`src/rtl/lock_sequencer.sv`:
```
// Laser/cavity lock sequencer: sweeps until the transmission monitor crosses threshold,
// settles, qualifies continuous lock, then holds LOCKED; bounded retries end in FAULT.
module lock_sequencer #(
  parameter int SETTLE_CYCLES = 1000,
  parameter int QUAL_CYCLES   = 100000000,
  parameter int LOSS_CYCLES   = 16,
  parameter int MAX_RETRIES   = 8
) (
  input  logic        clk_in,
  input  logic        rst_in,
  input  logic        enable_in,
  input  logic [15:0] trans_in,
  input  logic [15:0] minval_in,
  output logic        sweep_on_out,
  output logic        sweep_hold_out,
  output logic        pid_on_out,
  output logic        pid_clr_out,
  output logic        locked_out,
  output logic        fault_out,
  output logic [2:0]  state_out,
  output logic [3:0]  retry_cnt_out
);

  localparam logic [2:0] ST_IDLE    = 3'b000;
  localparam logic [2:0] ST_SWEEP   = 3'b001;
  localparam logic [2:0] ST_CAPTURE = 3'b010;
  localparam logic [2:0] ST_QUALIFY = 3'b011;
  localparam logic [2:0] ST_LOCKED  = 3'b100;
  localparam logic [2:0] ST_FAULT   = 3'b101;

  // The loss counter only ever needs to reach LOSS_CYCLES-1 before it is cleared.
  localparam int LOSS_W = (LOSS_CYCLES < 2) ? 1 : $clog2(LOSS_CYCLES);

  // Output vector order: {sweep_on, sweep_hold, pid_on, pid_clr, locked, fault}
  localparam logic [5:0] OUT_IDLE  = 6'b000100;
  localparam logic [5:0] OUT_SWEEP = 6'b100100;
  localparam logic [5:0] OUT_TRACK = 6'b111000;
  localparam logic [5:0] OUT_LOCK  = 6'b111010;
  localparam logic [5:0] OUT_FAULT = 6'b000101;

  logic [2:0]        r_state;
  logic [26:0]       r_phase;
  logic [LOSS_W-1:0] r_loss;
  logic [3:0]        r_retry;
  logic [5:0]        r_out;

  logic              w_above;
  logic              w_tracking;
  logic              w_lost;
  logic [26:0]       w_phase_inc;
  logic [3:0]        w_retry_inc;
  logic [2:0]        w_state_nxt;
  logic [26:0]       w_phase_nxt;
  logic [LOSS_W-1:0] w_loss_nxt;
  logic [3:0]        w_retry_nxt;
  logic [5:0]        w_out_nxt;

  assign w_above     = $signed(trans_in) >= $signed(minval_in);
  assign w_tracking  = (r_state == ST_CAPTURE) || (r_state == ST_QUALIFY) ||
                       (r_state == ST_LOCKED);
  assign w_lost      = w_tracking && !w_above && (r_loss == LOSS_W'(LOSS_CYCLES - 1));
  assign w_phase_inc = (r_phase == '1) ? r_phase : r_phase + 27'd1;
  assign w_retry_inc = (r_retry == 4'hF) ? r_retry : r_retry + 4'd1;

  always_comb begin
    // NOTE: every combinational output gets a default first so no path infers a latch.
    w_state_nxt = r_state;
    w_phase_nxt = w_phase_inc;
    w_loss_nxt  = w_above ? '0 : r_loss + 1'b1;
    w_retry_nxt = r_retry;

    case (r_state)
      ST_IDLE: begin
        w_state_nxt = ST_SWEEP;
        w_phase_nxt = '0;
        w_loss_nxt  = '0;
      end
      ST_SWEEP: begin
        w_phase_nxt = '0;
        w_loss_nxt  = '0;
        if (w_above) w_state_nxt = ST_CAPTURE;
      end
      ST_CAPTURE, ST_QUALIFY: begin
        if (w_lost) begin
          w_retry_nxt = w_retry_inc;
          w_state_nxt = (w_retry_inc == 4'(MAX_RETRIES)) ? ST_FAULT : ST_SWEEP;
        end else if (r_state == ST_CAPTURE && r_phase == 27'(SETTLE_CYCLES - 1)) begin
          w_state_nxt = ST_QUALIFY;
          w_phase_nxt = '0;
        end else if (r_state == ST_QUALIFY && r_phase == 27'(QUAL_CYCLES - 1)) begin
          w_state_nxt = ST_LOCKED;
          w_phase_nxt = '0;
          w_retry_nxt = '0;
        end
      end
      ST_LOCKED: begin
        if (w_lost) w_state_nxt = ST_SWEEP;
      end
      ST_FAULT: begin
        w_phase_nxt = '0;
        w_loss_nxt  = '0;
      end
      default: begin
        w_state_nxt = ST_IDLE;
        w_phase_nxt = '0;
        w_loss_nxt  = '0;
      end
    endcase

    // Counters restart whenever the sequencer leaves a tracking state.
    if (w_lost) begin
      w_phase_nxt = '0;
      w_loss_nxt  = '0;
    end

    if (!enable_in) begin
      w_state_nxt = ST_IDLE;
      w_phase_nxt = '0;
      w_loss_nxt  = '0;
      w_retry_nxt = '0;
    end
  end

  // Outputs are decoded from the next state so they change on the same edge as state_out.
  always_comb begin
    w_out_nxt = OUT_IDLE;
    case (w_state_nxt)
      ST_SWEEP:               w_out_nxt = OUT_SWEEP;
      ST_CAPTURE, ST_QUALIFY: w_out_nxt = OUT_TRACK;
      ST_LOCKED:              w_out_nxt = OUT_LOCK;
      ST_FAULT:               w_out_nxt = OUT_FAULT;
      default:                w_out_nxt = OUT_IDLE;
    endcase
  end

  // NOTE: state registers use non-blocking assignments so all of them sample pre-edge values.
  always_ff @(posedge clk_in) begin
    if (rst_in) begin
      r_state <= ST_IDLE;
      r_phase <= '0;
      r_loss  <= '0;
      r_retry <= '0;
      r_out   <= OUT_IDLE;
    end else begin
      r_state <= w_state_nxt;
      r_phase <= w_phase_nxt;
      r_loss  <= w_loss_nxt;
      r_retry <= w_retry_nxt;
      r_out   <= w_out_nxt;
    end
  end

  assign sweep_on_out   = r_out[5];
  assign sweep_hold_out = r_out[4];
  assign pid_on_out     = r_out[3];
  assign pid_clr_out    = r_out[2];
  assign locked_out     = r_out[1];
  assign fault_out      = r_out[0];
  assign state_out      = r_state;
  assign retry_cnt_out  = r_retry;

endmodule

```
`config.mk`:
```
export PLATFORM = sky130hd
export DESIGN_NAME = lock_sequencer
export DESIGN_NICKNAME = d
export VERILOG_FILES = /design/src/rtl/lock_sequencer.sv
export SDC_FILE = /design/constraint.sdc
export NUM_CORES = 1
export LEC_CHECK = 0
export CORE_ASPECT_RATIO = 1.75
export CORE_MARGIN = 2
export CORE_UTILIZATION = 40
export CTS_CLUSTER_SIZE = 28
export DETAILED_ROUTE_END_ITERATION = 10
export SLEW_MARGIN = 30
export SYNTH_ARGS = -nofsm -noshare
export SYNTH_HDL_FRONTEND = slang
export SYNTH_SLANG_ARGS = --single-unit
export TNS_END_PERCENT = 100
```
`constraint.sdc`:
```
create_clock -name clk_in -period 3.66 [get_ports clk_in]
set_input_delay 0.366 -clock clk_in [delete_from_list [all_inputs] [get_ports clk_in]]
set_output_delay 0.366 -clock clk_in [all_outputs]
set_load 0.005 [all_outputs]
```
Word level (Yosys, flattened, before mapping)
Index checks and enable logic that the tools add are counted.
{ "totals": {"register_bits": 44, "in_bits": 35, "output_inout_bits": 13, "word_cells": 61} }
{ "op_classes": {"add_sub_neg": 3, "order_cmp": 1, "n_eq_ne": 17, "n_mux": 17, "bitwise_logic": 2, "reduce_logical": 16} }
{ "op_table": {"columns": ["operator", "n"], "rows": [
  ["27-bit 2-to-1 mux", 3],
  ["27-bit equality test (second input constant)", 2],
  ["27-bit one-hot mux with 2 select lines", 1],
  ["27-bit by 1-bit adder with 27-bit output (second input constant)", 1],
  ["27-bit by 10-bit equality test with 1-bit output (second input constant)", 1],
  ["6-bit one-hot mux with 4 select lines", 1],
  ["3-bit 2-to-1 mux", 7],
  ["16-bit >= comparator", 1],
  ["4-bit 2-to-1 mux", 4],
  ["3-bit one-hot mux with 5 select lines", 1],
  ["3-bit by 2-bit equality test with 1-bit output (second input constant)", 4],
  ["3-bit equality test (second input constant)", 4],
  ["4-bit equality test (second input constant)", 3],
  ["4-bit by 1-bit adder with 4-bit output (second input constant)", 2],
  ["3-bit by 1-bit equality test with 1-bit output (second input constant)", 2],
  ["2-bit OR reduction", 3],
  ["3-bit OR reduction", 2],
  ["5-bit OR reduction", 1],
  ["1-bit logical AND", 4],
  ["3-bit zero test", 1],
  ["3-bit AND reduction", 1],
  ["1-bit logical OR", 2],
  ["2-bit != test (second input constant)", 1],
  ["1-bit NOT", 2],
  ["2 further kinds", 2]
]} }

Longest topological paths before layout
{ "depth": {"depth_word": 11, "mapped_depth": 11, "depth_no_buf": 10} }

Worst setup path after synthesis
Ideal clock, no wire load.
{ "synth_path": {"path_type": "input port to flip-flop", "startpoint": "input port minval_in[15]", "endpoint": "register r_out[2]", "setup_ps": 129, "t_arrival_ps": 2551, "t_required_ps": 3531, "setup_slack_ps": 980, "path_stages": 10, "path_buffers": 0, "cell_sequence": "inv_1 -> ha_1 -> and4_1 -> and2_1 -> a221oi_1 -> nand4_1 -> a21oi_1 -> mux2_2 -> nor2_1 -> a21oi_1"} }
{ "synth_via": {"elab_chain_cells": 10, "elab_cells_between_ends": 16, "cone_classes": "order compare (1); eq/ne (5); mux (6); reduce/logical (4)"} }
{ "synth_rtl": {"columns": ["element", "line_no", "text"], "rows": [
  ["start, declared", "13", "input logic [15:0] minval_in,"],
  ["16-bit >= comparator *", "58", "assign w_above = $signed(trans_in) >= $signed(minval_in);"],
  ["1-bit zero test", "61", "assign w_lost = w_tracking && !w_above && (r_loss == LOSS_W'(LOSS_CYCLES - 1));"],
  ["1-bit logical AND (2 in a row)", "61", null],
  ["3-bit 2-to-1 mux (on tied branches)", "97, 84", null],
  ["3-bit one-hot mux with 5 select lines *", "72", "case (r_state)"],
  ["3-bit 2-to-1 mux *", "116", "if (!enable_in) begin"],
  ["3-bit by 2-bit equality test with 1-bit output", "127", "case (w_state_nxt)"],
  ["2-bit OR reduction", "127", null],
  ["6-bit one-hot mux with 4 select lines *", "127", null],
  ["end signal, assigned", "149", "r_out <= w_out_nxt;"],
  ["end, declared", "45", "logic [5:0] r_out;"]
]} }
Every way passes the cells marked *; elsewhere a longest branch is shown, timed or not.
A chain may end at the register's enable or synchronous reset.

Final worst setup path
{ "layout_path": {"startpoint": "register r_phase[14]", "endpoint": "register r_phase[10]"} }
{ "layout_via": {"elab_chain_cells": 5, "elab_cells_between_ends": 9, "cone_classes": "eq/ne (3); mux (4); reduce/logical (2)"} }
{ "layout_rtl": {"columns": ["element", "line_no", "text"], "rows": [
  ["start, declared", "42", "logic [26:0] r_phase;"],
  ["start signal, assigned", "146", "r_phase <= w_phase_nxt;"],
  ["27-bit equality test (on tied branches)", "62, 90", null],
  ["27-bit 2-to-1 mux / 1-bit logical AND (equally long branches)", "62, 90", null],
  ["27-bit 2-to-1 mux", "90", "end else if (r_state == ST_QUALIFY && r_phase == 27'(QUAL_CYCLES - 1)) begin"],
  ["27-bit 2-to-1 mux", "87", "end else if (r_state == ST_CAPTURE && r_phase == 27'(SETTLE_CYCLES - 1)) begin"],
  ["27-bit one-hot mux with 2 select lines *", "72", null]
]} }
Marks and branches as above.

==> results.py <==
metrics = {
    "worst_setup_path": {
        "cp-startpoint": "r_phase[14]",
        "crit_fanout": 27,
        "required_ps": 3820,
        "crit_type": "reg2reg",
        "r2r_cells": 6,
        "ff2ff_setup_slack_ps": 760,
        "rr_endpoint": "r_phase[10]",
        "endpoint_kind": "flip-flop",
        "worstSetupStartpointType": "flip-flop",
        "crit_path_end": "r_phase[10]",
        "cp.arrival_ps": 3070,
        "r2r_start": "r_phase[14]",
    },
    "clock_tree": {
        "ctsLongestPathBuffers": 2,
        "htreeDepth": 2,
        "cts_hold_buf": 0,
        "postCtsResizedCells": 0,
        "postCtsSetupRepairBufs": 0,
        "clock-sinks": 43,
        "tritoncts": "done",
        "clk_pin_slew_worst_paths_ps": 80,
        "cts_buffers": 5,
        "cts_root_buffer": "clkbuf_8",
        "insertion_delay_ps": 300,
    },
    "sta": {
        "period_share_pct": 79.3,
        "slew_headroom_pct": 39.7,
        "tightest_slew_ps": 897,
        "period_minus_slack_ps": 2900,
        "finClkSkew_ps": 9.06,
        "setup_viol": 0,
        "rsz0062_at_grt": "false",
        "slew_violations": 0,
        "timing.fmax_ghz": 0.344,
        "worst_hold_slack_ps": 455,
        "setup_tns_ps": 0,
        "hold_viol": 0,
    },
    "die": {
        "die_x_um": 64.2,
        "initial_core_util_pct": 41.1,
        "die_h_um": 109,
        "io_pins": 48,
        "dieArea_um2": 7030,
        "core-area_um2": 6180,
        "core.rowCount": 38,
    },
    "detailed_routing": {
        "drtIter0Drc": 66,
        "drtPass1Iterations": 4,
        "via_per_inst": 5.27,
        "drc": 0,
        "antenna_left": 0,
        "routed_wl_mm": 5.90,
        "wl_per_cell_um": 13.5,
        "vias": 2298,
    },
    "worst_hold_path": {
        "worstHoldStart": "r_loss[0]",
        "hold_class": "reg2reg",
    },
    "run_status": {
        "status": "finished clean",
    },
    "placed_design": {
        "place_area_um2": 3090,
        "port_buffers": 47,
        "place_congestion": 0.916,
        "hpwl_mm": 4.69,
    },
    "synth": {
        "ys_seq_area_share_pct": 33.9,
        "synth_seq_cells": 43,
        "synthCells": 303,
        "async_reset_ff_share_pct": 0,
        "synth_edf_count": 0,
        "synthFlopType": "dfxtp_1",
        "syn_area_um2": 2540,
        "synth_nets": 357,
        "syn_avg_cell_area_um2": 8.38,
        "yosys_warnings": 0,
        "synthDistinctLibCells": 48,
    },
    "global_route": {
        "overflow": 0,
        "grt_max_degree": 28,
        "gr-usage-all-layers_pct": 18.3,
        "grt_pass1_wl_mm": 10.3,
        "grt_pass1_vias": 2392,
        "antenna_found_initial": 0,
    },
    "pwr": {
        "peakVddDrop_mv": 0.269,
        "p_leak_nw": 1.19,
        "power-per-cell-area_nw_per_um2": 281,
    },
    "layout": {
        "drive_above_1_share_pct": 7.02,
        "fin_nets": 409,
        "final_area_um2": 3180,
        "diodes": 0,
        "syn_to_final_growth_pct": 25.2,
    },
    "flow_run": {
        "max_cap_violations": 0,
    },
}
==> cell usage in the layout, fill, tap and decap left out, types with 2 or more instances in the layout <==
cell	netlist	layout
clkdlybuf4s50_1	0	47
dfxtp_1	43	43
nor2_1	41	41
nand3_1	26	26
nand2_1	22	22
inv_1	21	21
ha_1	19	19
xor2_1	17	17
a21oi_1	16	16
xnor2_1	10	10
nand4_1	9	9
nor3_1	9	9
o21ai_0	7	7
and3_1	7	7
and4_1	5	5
clkbuf_8	0	5
nor4_1	4	4
nand2b_1	3	3
nor2b_1	3	3
a21o_1	3	3
or2_2	3	3
buf_4	1	3
and2_1	2	2
nand4b_1	2	2
or4_1	2	2
a211oi_1	2	2
clkinvlp_4	0	2
==> layer usage <==
layer / vias up / part of all wire, % / global-route usage (%) / wire length, µm
met1: 1058 / 37 / 16.9 / 2180
met3: 11 / 3.8 / 2.97 / 227
li1: 1173 / - / - / -
met2: 56 / 57 / 38.2 / 3350
met4: 0 / 2.4 / 7.14 / 144
met5: - / 0 / 0 / 0
==> sequential cells by signal, indices dropped and copies added (netlist names) <==
signal	cells
retry_cnt_out	4
r_phase	27
state_out	3
r_out	5
r_loss	4
==> synthesized netlist by cell type (2+ instances only) <==
master / count / area share [%]
a211oi_1: 2 / 0.59
a21o_1: 3 / 0.89
a21oi_1: 16 / 3.2
and2_1: 2 / 0.49
and3_1: 7 / 1.7
and4_1: 5 / 1.7
buf_6: 3 / 1.3
dfxtp_1: 43 / 34
ha_1: 19 / 9.4
inv_1: 21 / 3.1
nand2_1: 22 / 3.3
nand2b_1: 3 / 0.74
nand3_1: 26 / 5.1
nand4_1: 9 / 2.2
nand4b_1: 2 / 0.69
nor2_1: 41 / 6.1
nor2b_1: 3 / 0.74
nor3_1: 9 / 1.8
nor4_1: 4 / 0.99
o21ai_0: 7 / 1.4
or2_2: 3 / 0.74
or4_1: 2 / 0.59
xnor2_1: 10 / 3.4
xor2_1: 17 / 5.9
==> report_power, final <==
part	switching (mW)	leakage (nW)	internal, mW
clock	0.172	0.0408	0.136
sequential	0.00364	0.347	0.470
combinational	0.0451	0.800	0.0670
total	0.221	1.19	0.674
==> logic make-up (layout without fill, tap and decap cells) <==
family,Yosys count,in the layout,share of synthesized area (%)
buffers and inverters,26,79,4.88
and+or+nand+nor,150,150,32.0
adders and majority gates,19,19,9.36
muxes,1,1,0.443
AOI/OAI and AO/OA,37,37,10.1
xor gates and xnor gates,27,27,9.31
DFF,43,43,33.9
==> worst min-delay path by stage <==
stage / end / depth (start not counted)
floorplan: r_loss[0] / 1
global placement: r_loss[0] / 1
detailed placement: r_loss[0] / 1
CTS: r_loss[0] / 1
global route: r_loss[0] / 1
finish: r_loss[0] / 1
==> layout make-up <==
cell class	count	area [µm²]
Fill cell	658	3000
Timing Repair Buffer	50	493
Clock buffer	5	68.8
Tap cell	80	100
Multi-Input combinational cell	234	1560
Sequential cell	43	861
Clock inverter	3	23.8
Inverter	21	78.8
==> through the flow <==
stage	cells	util [%]	setup slack, ps	power (mW)
after floorplan	303	-	980	0.541
after global placement	428	50.0	540	0.598
after detailed placement	428	50.0	487	0.598
after CTS	436	51.5	711	0.909
after global routing	436	51.5	584	0.938
final	436	51.5	757	0.894
==> critical path, stage by stage (launching register included) <==
cell     delay [ps]
dfxtp_1         350
or4_1           540
or4_1           500
or4_4           510
nor4b_4         150
o21ai_4         600
nor2_1          120
No activity file was read; power rests on OpenSTA's default activity.
